==> src/rtl/branch_ctrl_seq_pkg.sv <==
// Shared types for the branch control sequencer: FSM state encoding and datapath strobe bundle.
// Opcode default is the branch class (brzr/brnz/brpl/brmi share IR[31:27]).
package branch_ctrl_pkg;

    localparam logic [4:0] BR_OPCODE_DEF = 5'b10010;

    typedef enum logic [3:0] {
        IDLE  = 4'd0,
        T0    = 4'd1,
        T1    = 4'd2,
        T2    = 4'd3,
        T3    = 4'd4,
        T4    = 4'd5,
        T5    = 4'd6,
        T6    = 4'd7,
        DEC   = 4'd8,
        DONE  = 4'd9,
        FAULT = 4'd10
    } state_e;

    typedef struct packed {
        logic pc_out;
        logic mar_in;
        logic inc_pc;
        logic z_in;
        logic read;
        logic mdr_in;
        logic pc_in;
        logic zlo_out;
        logic mdr_out;
        logic ir_in;
        logic gra;
        logic r_out;
        logic con_in;
        logic y_in;
        logic c_out;
    } strobe_t;

endpackage

==> src/rtl/branch_ctrl_seq_mem_wait_timer.sv <==
// Memory-wait counter: clear has priority over enable; expired while the count sits at all-ones.
// One-cycle update latency, no backpressure.
module mem_wait_timer #(
    parameter int unsigned TIMEOUT_W = 4
) (
    input  logic                 clk_i,
    input  logic                 rst_n_i,
    input  logic                 clr_i,
    input  logic                 en_i,
    output logic [TIMEOUT_W-1:0] count_o,
    output logic                 expired_o
);

    logic [TIMEOUT_W-1:0] cnt_q, cnt_d;

    always_comb begin
        cnt_d = cnt_q;
        if (clr_i) begin
            cnt_d = '0;
        end else if (en_i) begin
            cnt_d = cnt_q + 1'b1;
        end
    end

    always_ff @(posedge clk_i or negedge rst_n_i) begin
        if (!rst_n_i) begin
            cnt_q <= '0;
        end else begin
            cnt_q <= cnt_d;
        end
    end

    assign count_o   = cnt_q;
    assign expired_o = (cnt_q == {TIMEOUT_W{1'b1}});

endmodule

==> src/rtl/branch_ctrl_seq.sv <==
// Moore control sequencer for fetch + conditional branch; Done/Illegal pulse in the DONE slot.
// Optional branch statistics counters are built only when BRANCH_STATS_EN is defined.
module branch_ctrl_seq
    import branch_ctrl_pkg::*;
#(
    parameter int unsigned        OPCODE_W  = 5,
    parameter logic [OPCODE_W-1:0] BR_OPCODE = BR_OPCODE_DEF,
    parameter int unsigned        TIMEOUT_W = 4,
    parameter int unsigned        STAT_W    = 16
) (
    input  logic                clk_i,
    input  logic                rst_n_i,
    input  logic                run_i,
    input  logic [OPCODE_W-1:0] opcode_i,
    input  logic                con_i,
    input  logic                mem_ready_i,
    output logic                pc_out_o,
    output logic                mar_in_o,
    output logic                inc_pc_o,
    output logic                z_in_o,
    output logic                read_o,
    output logic                mdr_in_o,
    output logic                pc_in_o,
    output logic                zlo_out_o,
    output logic                mdr_out_o,
    output logic                ir_in_o,
    output logic                gra_o,
    output logic                r_out_o,
    output logic                con_in_o,
    output logic                y_in_o,
    output logic                c_out_o,
    output logic                busy_o,
    output logic                done_o,
    output logic                illegal_o,
    output logic                fault_o,
    output logic [STAT_W-1:0]   taken_count_o,
    output logic [STAT_W-1:0]   not_taken_count_o
);

    state_e  state_q, state_d;
    logic    illegal_q, illegal_d;
    strobe_t strb;
    logic    busy, done, illegal, fault;

    logic                 wait_clr, wait_en, wait_expired;
    logic [TIMEOUT_W-1:0] wait_cnt;

    assign wait_clr = (state_q != T1);
    assign wait_en  = (state_q == T1) && !mem_ready_i;

    mem_wait_timer #(
        .TIMEOUT_W (TIMEOUT_W)
    ) u_wait (
        .clk_i     (clk_i),
        .rst_n_i   (rst_n_i),
        .clr_i     (wait_clr),
        .en_i      (wait_en),
        .count_o   (wait_cnt),
        .expired_o (wait_expired)
    );

    always_ff @(posedge clk_i or negedge rst_n_i) begin
        if (!rst_n_i) begin
            state_q   <= IDLE;
            illegal_q <= 1'b0;
        end else begin
            state_q   <= state_d;
            illegal_q <= illegal_d;
        end
    end

    always_comb begin
        state_d   = state_q;
        illegal_d = illegal_q;
        strb      = '0;
        busy      = 1'b1;
        done      = 1'b0;
        illegal   = 1'b0;
        fault     = 1'b0;
        case (state_q)
            IDLE: begin
                busy      = 1'b0;
                illegal_d = 1'b0;
                if (run_i) state_d = T0;
            end
            T0: begin
                strb.pc_out = 1'b1;
                strb.mar_in = 1'b1;
                strb.inc_pc = 1'b1;
                strb.z_in   = 1'b1;
                state_d     = T1;
            end
            T1: begin
                strb.read   = 1'b1;
                strb.mdr_in = 1'b1;
                // A zero wait count marks the first T1 cycle; PC is written back only once.
                if (wait_cnt == '0) begin
                    strb.pc_in   = 1'b1;
                    strb.zlo_out = 1'b1;
                end
                if (mem_ready_i) begin
                    state_d = T2;
                end else if (wait_expired) begin
                    state_d = FAULT;
                end
            end
            T2: begin
                strb.mdr_out = 1'b1;
                strb.ir_in   = 1'b1;
                state_d      = DEC;
            end
            DEC: begin
                if (opcode_i == BR_OPCODE) begin
                    state_d = T3;
                end else begin
                    illegal_d = 1'b1;
                    state_d   = DONE;
                end
            end
            T3: begin
                strb.gra    = 1'b1;
                strb.r_out  = 1'b1;
                strb.con_in = 1'b1;
                state_d     = T4;
            end
            T4: begin
                strb.pc_out = 1'b1;
                strb.y_in   = 1'b1;
                state_d     = con_i ? T5 : DONE;
            end
            T5: begin
                strb.c_out = 1'b1;
                strb.z_in  = 1'b1;
                state_d    = T6;
            end
            T6: begin
                strb.zlo_out = 1'b1;
                strb.pc_in   = 1'b1;
                state_d      = DONE;
            end
            DONE: begin
                done      = 1'b1;
                illegal   = illegal_q;
                illegal_d = 1'b0;
                // An illegal opcode always parks the sequencer, even with Run held high.
                state_d   = (run_i && !illegal_q) ? T0 : IDLE;
            end
            FAULT: begin
                busy  = 1'b0;
                fault = 1'b1;
            end
            default: begin
                busy    = 1'b0;
                state_d = IDLE;
            end
        endcase
    end

    assign pc_out_o  = strb.pc_out;
    assign mar_in_o  = strb.mar_in;
    assign inc_pc_o  = strb.inc_pc;
    assign z_in_o    = strb.z_in;
    assign read_o    = strb.read;
    assign mdr_in_o  = strb.mdr_in;
    assign pc_in_o   = strb.pc_in;
    assign zlo_out_o = strb.zlo_out;
    assign mdr_out_o = strb.mdr_out;
    assign ir_in_o   = strb.ir_in;
    assign gra_o     = strb.gra;
    assign r_out_o   = strb.r_out;
    assign con_in_o  = strb.con_in;
    assign y_in_o    = strb.y_in;
    assign c_out_o   = strb.c_out;
    assign busy_o    = busy;
    assign done_o    = done;
    assign illegal_o = illegal;
    assign fault_o   = fault;

`ifdef BRANCH_STATS_EN
    logic [STAT_W-1:0] taken_q, not_taken_q;

    always_ff @(posedge clk_i or negedge rst_n_i) begin
        if (!rst_n_i) begin
            taken_q     <= '0;
            not_taken_q <= '0;
        end else if (state_q == T4) begin
            if (con_i && (taken_q != {STAT_W{1'b1}})) begin
                taken_q <= taken_q + 1'b1;
            end
            if (!con_i && (not_taken_q != {STAT_W{1'b1}})) begin
                not_taken_q <= not_taken_q + 1'b1;
            end
        end
    end

    assign taken_count_o     = taken_q;
    assign not_taken_count_o = not_taken_q;
`else
    assign taken_count_o     = '0;
    assign not_taken_count_o = '0;
`endif

endmodule

==> config.mk <==
export PLATFORM = sky130hd
export DESIGN_NAME = branch_ctrl_seq
export DESIGN_NICKNAME = d
export VERILOG_FILES = /design/src/rtl/branch_ctrl_seq_pkg.sv /design/src/rtl/branch_ctrl_seq_mem_wait_timer.sv /design/src/rtl/branch_ctrl_seq.sv
export SDC_FILE = /design/constraint.sdc
export NUM_CORES = 1
export LEC_CHECK = 0
export CORE_MARGIN = 1
export CORE_UTILIZATION = 35
export CTS_BUF_LIST = sky130_fd_sc_hd__clkbuf_8
export DETAILED_ROUTE_END_ITERATION = 10
export PLACE_DENSITY = 0.75
export REMOVE_ABC_BUFFERS = 1
export SKIP_CTS_REPAIR_TIMING = 1
export SLEW_MARGIN = 10
export SYNTH_ARGS = -nofsm -noshare
export SYNTH_HDL_FRONTEND = slang
export SYNTH_HIERARCHICAL = 1
export SYNTH_SLANG_ARGS = --single-unit
==> constraint.sdc <==
create_clock -name clk_i -period 5.1 [get_ports clk_i]
set_input_delay 1.02 -clock clk_i [delete_from_list [all_inputs] [get_ports clk_i]]
set_output_delay 1.02 -clock clk_i [all_outputs]
set_load 0.1 [all_outputs]
# Word level (Yosys, flattened, before mapping)
# Cells that the tools add are included.
# totals
rom_bits	0
word_cells	60
latchBits	0
output_inout_bits	51
ff_bits	9
memories	0
inputBits	10
ramBits	0
# op_classes
div	0
bitwise_logic	1
shifts	0
n_mux	25
addsub	1
reduce_logical	14
mul	0
n_eq_ne	16
n_lt_le_gt_ge	0
# op_table
cell	count
case mux 4 bit (11 select lines)	1
2-to-1 mux 4 bit	7
== test 4 x 3 -> 1 bit (second input constant)	4
== test 4 bit (second input constant)	4
2-to-1 mux 1 bit	10
OR reduction 9 bit	1
== test 4 x 2 -> 1 bit (second input constant)	2
zero test 4 bit	2
2-to-1 mux 2 bit	4
OR reduction 2 bit	3
== test 5 bit (second input constant)	1
adder 4 x 1 -> 4 bit (second input constant)	1
== test 4 x 1 -> 1 bit (second input constant)	1
inequality test 2 bit (second input constant)	2
inequality test 4 x 2 -> 1 bit (second input constant)	1
case mux 2 bit (2 select lines)	1
nonzero test 2 bit	2
2-to-1 mux 3 bit	1
inequality test 3 x 2 -> 1 bit (second input constant)	1
AND reduction 3 bit	1
logical AND 1 bit	2
zero test 1 bit	2
case mux 1 bit (2 select lines)	1
AND reduction 2 bit	1
NOT 1 bit	1

# Depth between registers and ports, before layout
# Gate-level depths: netlist of the first run.
# logic_depth
word_depth	4
depth_mapped	6
depth_no_buf	6

# Cells and area by module
# Netlist of the first run, hierarchy kept.
# modules_own_cells
module	area_per_inst_um2	cells_each	n_inst	seq_area_each_um2
branch_ctrl_seq	847.1	106	1	125.1
mem_wait_timer	198.9	17	1	100.1

# Least setup slack after synthesis of the first run
# OpenSTA, ideal clock, no wires.
# synth_timing
kind	register -> output
from	register state_q[0]
to	output port z_in_o
arrival_time_ns	3.626
required_time_ns	4.080
n_path_buf	1
slack_ns	0.454
stages_incl_launch_ff	5
cell_sequence	dfrtp_1 -> buf_6 -> nand2b_4 -> nor3_1 -> or2_1
# synth_between
elab_chain_cells	3
elab_cells_between_ends	4
cone_classes	eq/ne (2); mux (1); reduce/logical (1)
# synth_rtl
item	line	text
from (decl)	branch_ctrl_seq.sv:40	state_e state_q, state_d;
from (signal assigned)	branch_ctrl_seq.sv:67	state_q <= state_d;
== test 4 x 3 -> 1 bit / == test 4 x 1 -> 1 bit (equally long branches)	branch_ctrl_seq.sv:80	case (state_q)
OR reduction 2 bit (no source line) (*)	n/a	
2-to-1 mux 1 bit (*)	branch_ctrl_seq.sv:80	
to (decl)	branch_ctrl_seq.sv:20	output logic z_in_o,
# Every way passes the cells marked *; elsewhere a longest branch is shown, timed or not.

# Worst setup path after layout of the first run
# layout_timing
from	register state_q[1]
to	output port read_o
# layout_between
elab_chain_cells	2
# layout_rtl
item	line	text
== test 4 x 2 -> 1 bit	branch_ctrl_seq.sv:80	
2-to-1 mux 2 bit	branch_ctrl_seq.sv:80	
to (decl)	branch_ctrl_seq.sv:21	output logic read_o,
# Every way passes these cells.

==> results.cfg, run 1 <==
[outcome]
violations = DRC
outcome = finished, violations left

[timing]
max_freq_ghz = 0.265
setup_slack_ps = 1320
hold_viol_final = 0
fin_worst_skew_ps = 3.08
relSlewSlack_pct = 34.7
drv_slew = 0
rsz0062_at_grt = no
setup_viol_count_final = 0
worstMarginPinSlew_ps = 976
min_period_ps = 3780
min_period_over_period_pct = 74.1

[finish]
finalInstanceArea_sq_um = 1200
syn_to_final_growth_pct = 14.5
diodes = 0
fin_nets = 156
drive_gt1_share_pct = 12.5

[floorplanning]
core_area_sq_um = 2810
fp-row-count = 19
die_y_microns = 56.7
die_w_microns = 56.7
start_util_pct = 37.3
io_pins = 61
die_area_sq_um = 3210

[clocking]
clock_latency_ps = 230
h-tree-depth = 1
clk_pin_slew_ps = 50
cts_root_buf = clkbuf_8
ctsLongestPathBuffers = 2
cts_tree = built
cts_sinks = 9
cts_buffers = 3

[placed_design]
gp_congestion = 0.773
placed_area_sq_um = 1150
preCtsSetupSlack_ps = 1600
numPortBuffers = 28
hpwl_microns = 1580

[yosys]
yosys.area.top_type = buf_4
synth_area_per_cell_sq_um = 8.50
ys_seq_area_share_pct = 21.5
synth_cell_type_count = 43
synth-main-ff-cell = dfrtp_1
synth_edf_count = 0
synth_warnings = 6
async_reset_ff_share_pct = 100
ys_ff_latch = 9
synth_top_area_share_pct = 27.3
netlist_top_cells_count = 38 x buf_4, 14 x nor2_1, 9 x dfrtp_1
yosys-top-cells-area = buf_4 27%, dfrtp_1 22%, nor2_1 5.0%, buf_6 4.3%, nand2b_4 2.6%
synth_area_sq_um = 1050
synth_most_common_cell = buf_4
synthCells = 123

[route]
wl_microns = 2100
vias = 828
dr.first_iter.drc_count = 22
via_per_inst = 4.73
ant_nets = 0
wire_per_inst_microns = 12.0
drc_errors = 9
first_pass_iters = 7

[worst_hold_path]
hp-class = flop to flop

[setup_path]
crit_arrival_ps = 2760
worstPathRequired_ps = 4080
path_class = flop to output pin
critPathCaptureType = output pin
cpPeakStageDelay_ps = 1140
worstPathCellList = nor2b_1, nand3_1, inv_1, clkdlybuf4s50_1
cp_slowest_cell = clkdlybuf4s50_1
crit_path_max_fanout = 16
cp-start-kind = flop

[global_routing]
grt_pass1_vias = 788
antenna_found_initial = 0
gr-total-overflow = 0
grt_pass1_wl_microns = 3430
grt_max_degree = 17
grt_usage_pct = 13.7

[flow_run]
drv_cap = 0
metal layers:
metal	wire length, microns	part of all wire, %	global-route usage (%)
met3	123	5.9	1.84
met5	0	0	0
met2	1050	50	22.3
met4	27	1.3	7.86
met1	898	43	17.4
final cells by class:
type                    count  area [sq um]
fillers                   293          1610
repair buffers             28           280
flip-flops and latches      9           225
clock inverters             1          5.00
multi-input cells          97           584
clock buffers               3          41.3
inverters                   6          22.5
well taps                  31          38.8
worst max-delay path, delay by kind of cell (launching register included):
kind | cells | cell delay, ps
DFF | 1 | 650
and+or+nand+nor | 2 | 590
buffers and inverters | 2 | 1280
metrics by stage:
| stage | hold slack (ps) | setup TNS (ps) | cells | utilization (%) |
|---|---|---|---|---|
| finish | 576 | 0 | 175 | 42.7 |
| detailed placement | 565 | 0 | 171 | 41.0 |
| global route | 629 | 0 | 175 | 42.7 |
| global placement | 548 | 0 | 171 | 41.0 |
| floorplan | 494 | -10940 | 112 | - |
| CTS | 576 | 0 | 175 | 42.7 |
registers in the layout, indices dropped and copies added, names as in the netlist:
signal,count
state_q,4
u_wait/count_o,4
illegal_q,1
logic make-up (layout without fill, tap and decap cells):
logic type / count (synthesis) / after routing / share of synthesized area (%)
flip-flops: 9 / 9 / 21.5
adder cells (fa/ha/maj): 1 / 1 / 1.20
AND/OR/NAND/NOR: 42 / 42 / 24.0
XOR/XNOR: 1 / 1 / 0.837
buffers and inverters: 48 / 38 / 33.7
AO/OA/AOI/OAI: 19 / 19 / 15.9
other: 1 / 32 / 0.359
multiplexers: 2 / 2 / 2.39
path summary, 6_finish.rpt:
| check | from | to | slack (ps) | depth (start not counted) |
|---|---|---|---|---|
| worst max-delay path | state_q[1] | read_o | 1320 | 4 |
| worst min-delay path | illegal_q | illegal_q | 580 | 2 |
| worst max register to register | state_q[1] | u_wait/count_o[3] | 2840 | 5 |
| worst min register to register | illegal_q | illegal_q | 580 | 2 |
| max in group asynchronous | rst_n_i | illegal_q | 3710 | 1 |
| min in group asynchronous | rst_n_i | u_wait/count_o[2] | 1090 | 1 |
cell usage in the layout, fill, tap and decap left out, drive strengths merged, types with 3 or more instances in the layout:
cell           count
nand2b             4
nor2b              3
nor2              16
clkdlybuf4s50     28
dfrtp              9
a21oi              4
clkbuf             3
conb              32
nor3               4
inv                6
Power of run 1 is left out: the tool's default activity adds up to more than one toggle a clock period on the data nets, which glitch-free logic cannot reach.
==> inputs of run 2 (changes only) <==
--- a/config.mk
+++ b/config.mk
@@ -9,7 +9,7 @@
 export CORE_UTILIZATION = 35
 export CTS_BUF_LIST = sky130_fd_sc_hd__clkbuf_8
 export DETAILED_ROUTE_END_ITERATION = 10
-export PLACE_DENSITY = 0.75
+export PLACE_DENSITY = 0.78
 export REMOVE_ABC_BUFFERS = 1
 export SKIP_CTS_REPAIR_TIMING = 1
 export SLEW_MARGIN = 10
==> constraint.sdc (replaced) <==
create_clock -name clk_i -period 3.3 [get_ports clk_i]
set_input_delay 0.66 -clock clk_i [delete_from_list [all_inputs] [get_ports clk_i]]
set_output_delay 0.66 -clock clk_i [all_outputs]
set_load 0.1 [all_outputs]
==> run 2 against run 1 <==
Effect of this change: sequential share of layout area is 0.80 points higher; flip-flop and latch count stayed put; first-iteration DRC count shrank 23%; critical endpoint is now con_in_o; worst setup slack lost 500 ps; the run still ends with DRC left; final area down 4.1%; via count down 3.6%; non-clock buffer count unchanged; final cell count is the same; largest cell class unchanged.
==> results.cfg, run 2 (same netlist as run 1, synthesis figures left out) <==
[finish]
final_util_pct = 40.9
final_common_cell = conb_1
drive_gt1_share_pct = 25.0
final_cell_count_no_fill = 175
syn_to_final_growth_pct = 9.81
final_cell_mix = 32 x conb_1, 19 x buf_4, 14 x nor2_1
fin_nets = 156
diodes = 0

[route]
dr.first_iter.drc_count = 17
first_pass_iters = 7
via_per_inst = 4.56
wl_microns = 1860
vias = 798
drc_errors = 5
ant_nets = 0
wire_per_inst_microns = 10.6

[floorplanning]
fp-row-count = 19
io_pins = 61
core_area_sq_um = 2810
die_w_microns = 56.7
start_util_pct = 37.3
die_y_microns = 56.7
die_area_sq_um = 3210

[timing]
drv_slew = 0
rsz0062_at_grt = no
min_period_ps = 2480
setup_viol_count_final = 0
fin_worst_skew_ps = 2.04
hold_viol_final = 0
worstMarginPinSlew_ps = 518
min_period_over_period_pct = 75.2
setup-tns-final_ps = 0
max_freq_ghz = 0.403
relSlewSlack_pct = 65.5
setup_slack_ps = 820

[global_routing]
grt_pass1_vias = 727
gr-total-overflow = 0
grt_max_degree = 17
grt_usage_pct = 12.4
grt_pass1_wl_microns = 3060
antenna_found_initial = 0

[placed_design]
dp_cells = 171
hpwl_microns = 1440
preCtsSetupSlack_ps = 1080
numPortBuffers = 28
gp_congestion = 0.791

[setup_path]
worstPathCellList = inv_1, nand2_1, nor3_1, buf_4
critPathCaptureType = output pin
cp-start-kind = flop
cp_slowest_cell = dfrtp_1
crit_arrival_ps = 1820
path_class = flop to output pin
crit_path_max_fanout = 11
worstPathRequired_ps = 2640
cpPeakStageDelay_ps = 550

[outcome]
outcome = finished, violations left
violations = DRC

[clocking]
cts_tree = built
cts_sinks = 9
cts_buffers = 3
ctsLongestPathBuffers = 2
h-tree-depth = 1
clock_latency_ps = 230
clk_pin_slew_ps = 50
cts_root_buf = clkbuf_8

[worst_hold_path]
hp-class = flop to flop

[flow_run]
drv_cap = 0
[run 2: cell count changes in the layout (fill, tap and decap cells not counted)]
cell	previous run	this run
buf_4	0	19
clkdlybuf4s50_1	28	9
clkinv_2	1	0
inv_1	6	7
[run 2: stage by stage]
stage / cell area, sq um / hold WS [ps]
2_1_floorplan: 832 / 364
3_3_place_gp: 1100 / 544
3_5_place_dp: 1100 / 587
4_1_cts: 1150 / 602
5_1_grt: 1150 / 610
6_report: 1150 / 576
[run 2: final timing paths]
| check | from | depth (start not counted) | slack (ps) | end |
|---|---|---|---|---|
| max | state_q[3] | 4 | 820 | con_in_o |
| max reg2reg | state_q[1] | 5 | 1130 | u_wait/count_o[3] |
| min reg2reg | illegal_q | 2 | 580 | illegal_q |
| min in group asynchronous | rst_n_i | 1 | 720 | illegal_q |
| max in group asynchronous | rst_n_i | 1 | 2290 | state_q[0] |
| min | illegal_q | 2 | 580 | illegal_q |
[run 2: layout make-up]
type / instances / area (sq um)
Inverter: 6 / 22.5
Clock buffer: 3 / 41.3
Timing Repair Buffer: 28 / 233
Fill cell: 295 / 1660
Clock inverter: 1 / 3.75
Sequential cell: 9 / 225
Multi-Input combinational cell: 97 / 584
Tap cell: 31 / 38.8
[run 2: layer usage]
metal | GRT usage, % | part of all wire [%] | wire (microns) | vias up
met5 | 0 | 0 | 0 | -
met4 | 7.50 | 3.0 | 55 | 0
met3 | 3.46 | 6.7 | 124 | 4
met2 | 19.0 | 46 | 858 | 33
met1 | 15.4 | 44 | 824 | 369
li1 | - | - | - | 392
[run 2: worst max-delay path, delay by kind of cell, from the launching register on]
| family | cells | cell delay [ps] |
|---|---|---|
| flip-flops | 1 | 550 |
| buffers and inverters | 2 | 570 |
| AND/OR/NAND/NOR | 2 | 460 |
Power of run 2 is left out for the same reason.
==> inputs of run 3 (changes only) <==
--- a/config.mk
+++ b/config.mk
@@ -9,7 +9,7 @@
 export CORE_UTILIZATION = 35
 export CTS_BUF_LIST = sky130_fd_sc_hd__clkbuf_8
 export DETAILED_ROUTE_END_ITERATION = 10
-export PLACE_DENSITY = 0.78
+export PLACE_DENSITY = 0.75
 export REMOVE_ABC_BUFFERS = 1
 export SKIP_CTS_REPAIR_TIMING = 1
 export SLEW_MARGIN = 10
==> constraint.sdc (replaced) <==
create_clock -name clk_i -period 2.5 [get_ports clk_i]
set_input_delay 0.5 -clock clk_i [delete_from_list [all_inputs] [get_ports clk_i]]
set_output_delay 0.5 -clock clk_i [all_outputs]
set_load 0.1 [all_outputs]
==> run 3 against run 2 <==
Effect of this change: the run still ends with DRC left; worst setup slack got worse by 630 ps; final area up 24%; first-iteration DRC count increased by 29%; register-to-register slack worse by 790 ps; non-clock buffer count is 4 higher; flip-flop and latch count stayed put; via count grew 1.9%; final cell count up 2.3%; clock skew increased by 0.81 ps; highest routed layer unchanged.
==> results.cfg, run 3 (same netlist as run 1, synthesis figures left out) <==
[outcome]
outcome = finished, violations left
violations = DRC

[clocking]
h-tree-depth = 1
clock_latency_ps = 230
clk_pin_slew_ps = 50
cts_buffers = 3
ctsLongestPathBuffers = 2
cts_sinks = 9
cts_tree = built
cts_root_buf = clkbuf_8

[timing]
worstMarginPinSlew_ps = 506
relSlewSlack_pct = 66.2
fin_worst_skew_ps = 2.85
min_period_ps = 2310
hold_viol_final = 0
setup_viol_count_final = 0
rsz0062_at_grt = no
max_freq_ghz = 0.433
drv_slew = 0
min_period_over_period_pct = 92.3
setup_slack_ps = 193

[global_routing]
grt_pass1_vias = 740
top_usage_layer = met2
antenna_found_initial = 0
grt_max_degree = 17
gr-total-overflow = 0
use_met2_pct = 21.4
grt_pass1_wl_microns = 3280
grtUsageMet3_pct = 2.76
grt_usage_pct = 13.1
grt_use_met1_pct = 16.9

[route]
wl_microns = 2040
dr.first_iter.drc_count = 22
drc_errors = 9
vias = 813
wire_per_inst_microns = 11.4
first_pass_iters = 7
via_per_inst = 4.54
ant_nets = 0

[setup_path]
path_class = flop to output pin
worstPathRequired_ps = 2000
crit_path_max_fanout = 15
cp-start-kind = flop
critPathCaptureType = output pin
crit_arrival_ps = 1810

[finish]
seq_area_sq_um = 226
final_cell_mix = 32 x conb_1, 19 x buf_12, 14 x nor2_1
final_common_cell = conb_1
multi_input_comb_area_sq_um = 584
syn_to_final_growth_pct = 35.6
diodes = 0
drive_gt1_share_pct = 28.4
fillers = 265
fin_nets = 160

[flow_run]
drv_cap = 0

[placed_design]
gp_congestion = 0.826
hpwl_microns = 1570
numPortBuffers = 28
preCtsSetupSlack_ps = 356

[floorplanning]
die_area_sq_um = 3210
fp-row-count = 19
io_pins = 61
core_area_sq_um = 2810
die_y_microns = 56.7
start_util_pct = 37.3
die_w_microns = 56.7

[worst_hold_path]
hp-class = primary input to async pin
==> run 3: cell types whose count changed in the layout (fill, tap and decap cells not counted) <==
| cell | before | now |
|---|---|---|
| buf_12 | 0 | 19 |
| dfrtp_2 | 0 | 1 |
| buf_4 | 19 | 4 |
| inv_1 | 7 | 6 |
| clkinv_2 | 0 | 1 |
| dfrtp_1 | 9 | 8 |
==> run 3: final cells by class <==
type                       count  area share, %
inverter                       6           1.59
multi-input combinational     97           41.2
tap                           31           2.73
clock inverter                 1          0.353
timing repair buffer          32           35.3
sequential                     9           16.0
clock buffer                   3           2.91
==> run 3: critical path, cell delays in order (launching register included) <==
cell     delay [ps]
dfrtp_1         560
nor2b_1         330
nand3_1         260
inv_1           230
buf_12          200
==> run 3: per-layer routing <==
layer	routed length [microns]	part of all wire (%)
met1	839	41
met2	1030	51
met3	132	6.5
met4	31	1.5
met5	0	0
==> run 3: stage by stage <==
| step | setup TNS, ps | util, % | instances | hold slack [ps] | cell area, sq um |
|---|---|---|---|---|---|
| 5_1_grt | 0 | 50.6 | 179 | 591 | 1420 |
| 6_report | 0 | 50.6 | 179 | 571 | 1420 |
| 4_1_cts | 0 | 50.5 | 179 | 579 | 1420 |
| 3_3_place_gp | 0 | 48.9 | 175 | 545 | 1370 |
| 3_5_place_dp | 0 | 48.9 | 175 | 577 | 1370 |
| 2_1_floorplan | -26020 | - | 112 | 204 | 832 |
==> run 3: path summary, 6_finish.rpt <==
path                             from           endpoint  slack (ps)  cells past startpoint
max in group asynchronous     rst_n_i         state_q[1]        1610                      1
min in group clk_i          illegal_q          illegal_q         580                      2
hold reg to reg             illegal_q          illegal_q         580                      2
hold / removal                rst_n_i  u_wait/count_o[2]         570                      1
setup reg to reg           state_q[0]  u_wait/count_o[3]         340                      5
setup / recovery           state_q[0]             read_o         190                      4
Power of run 3 is left out for the same reason.
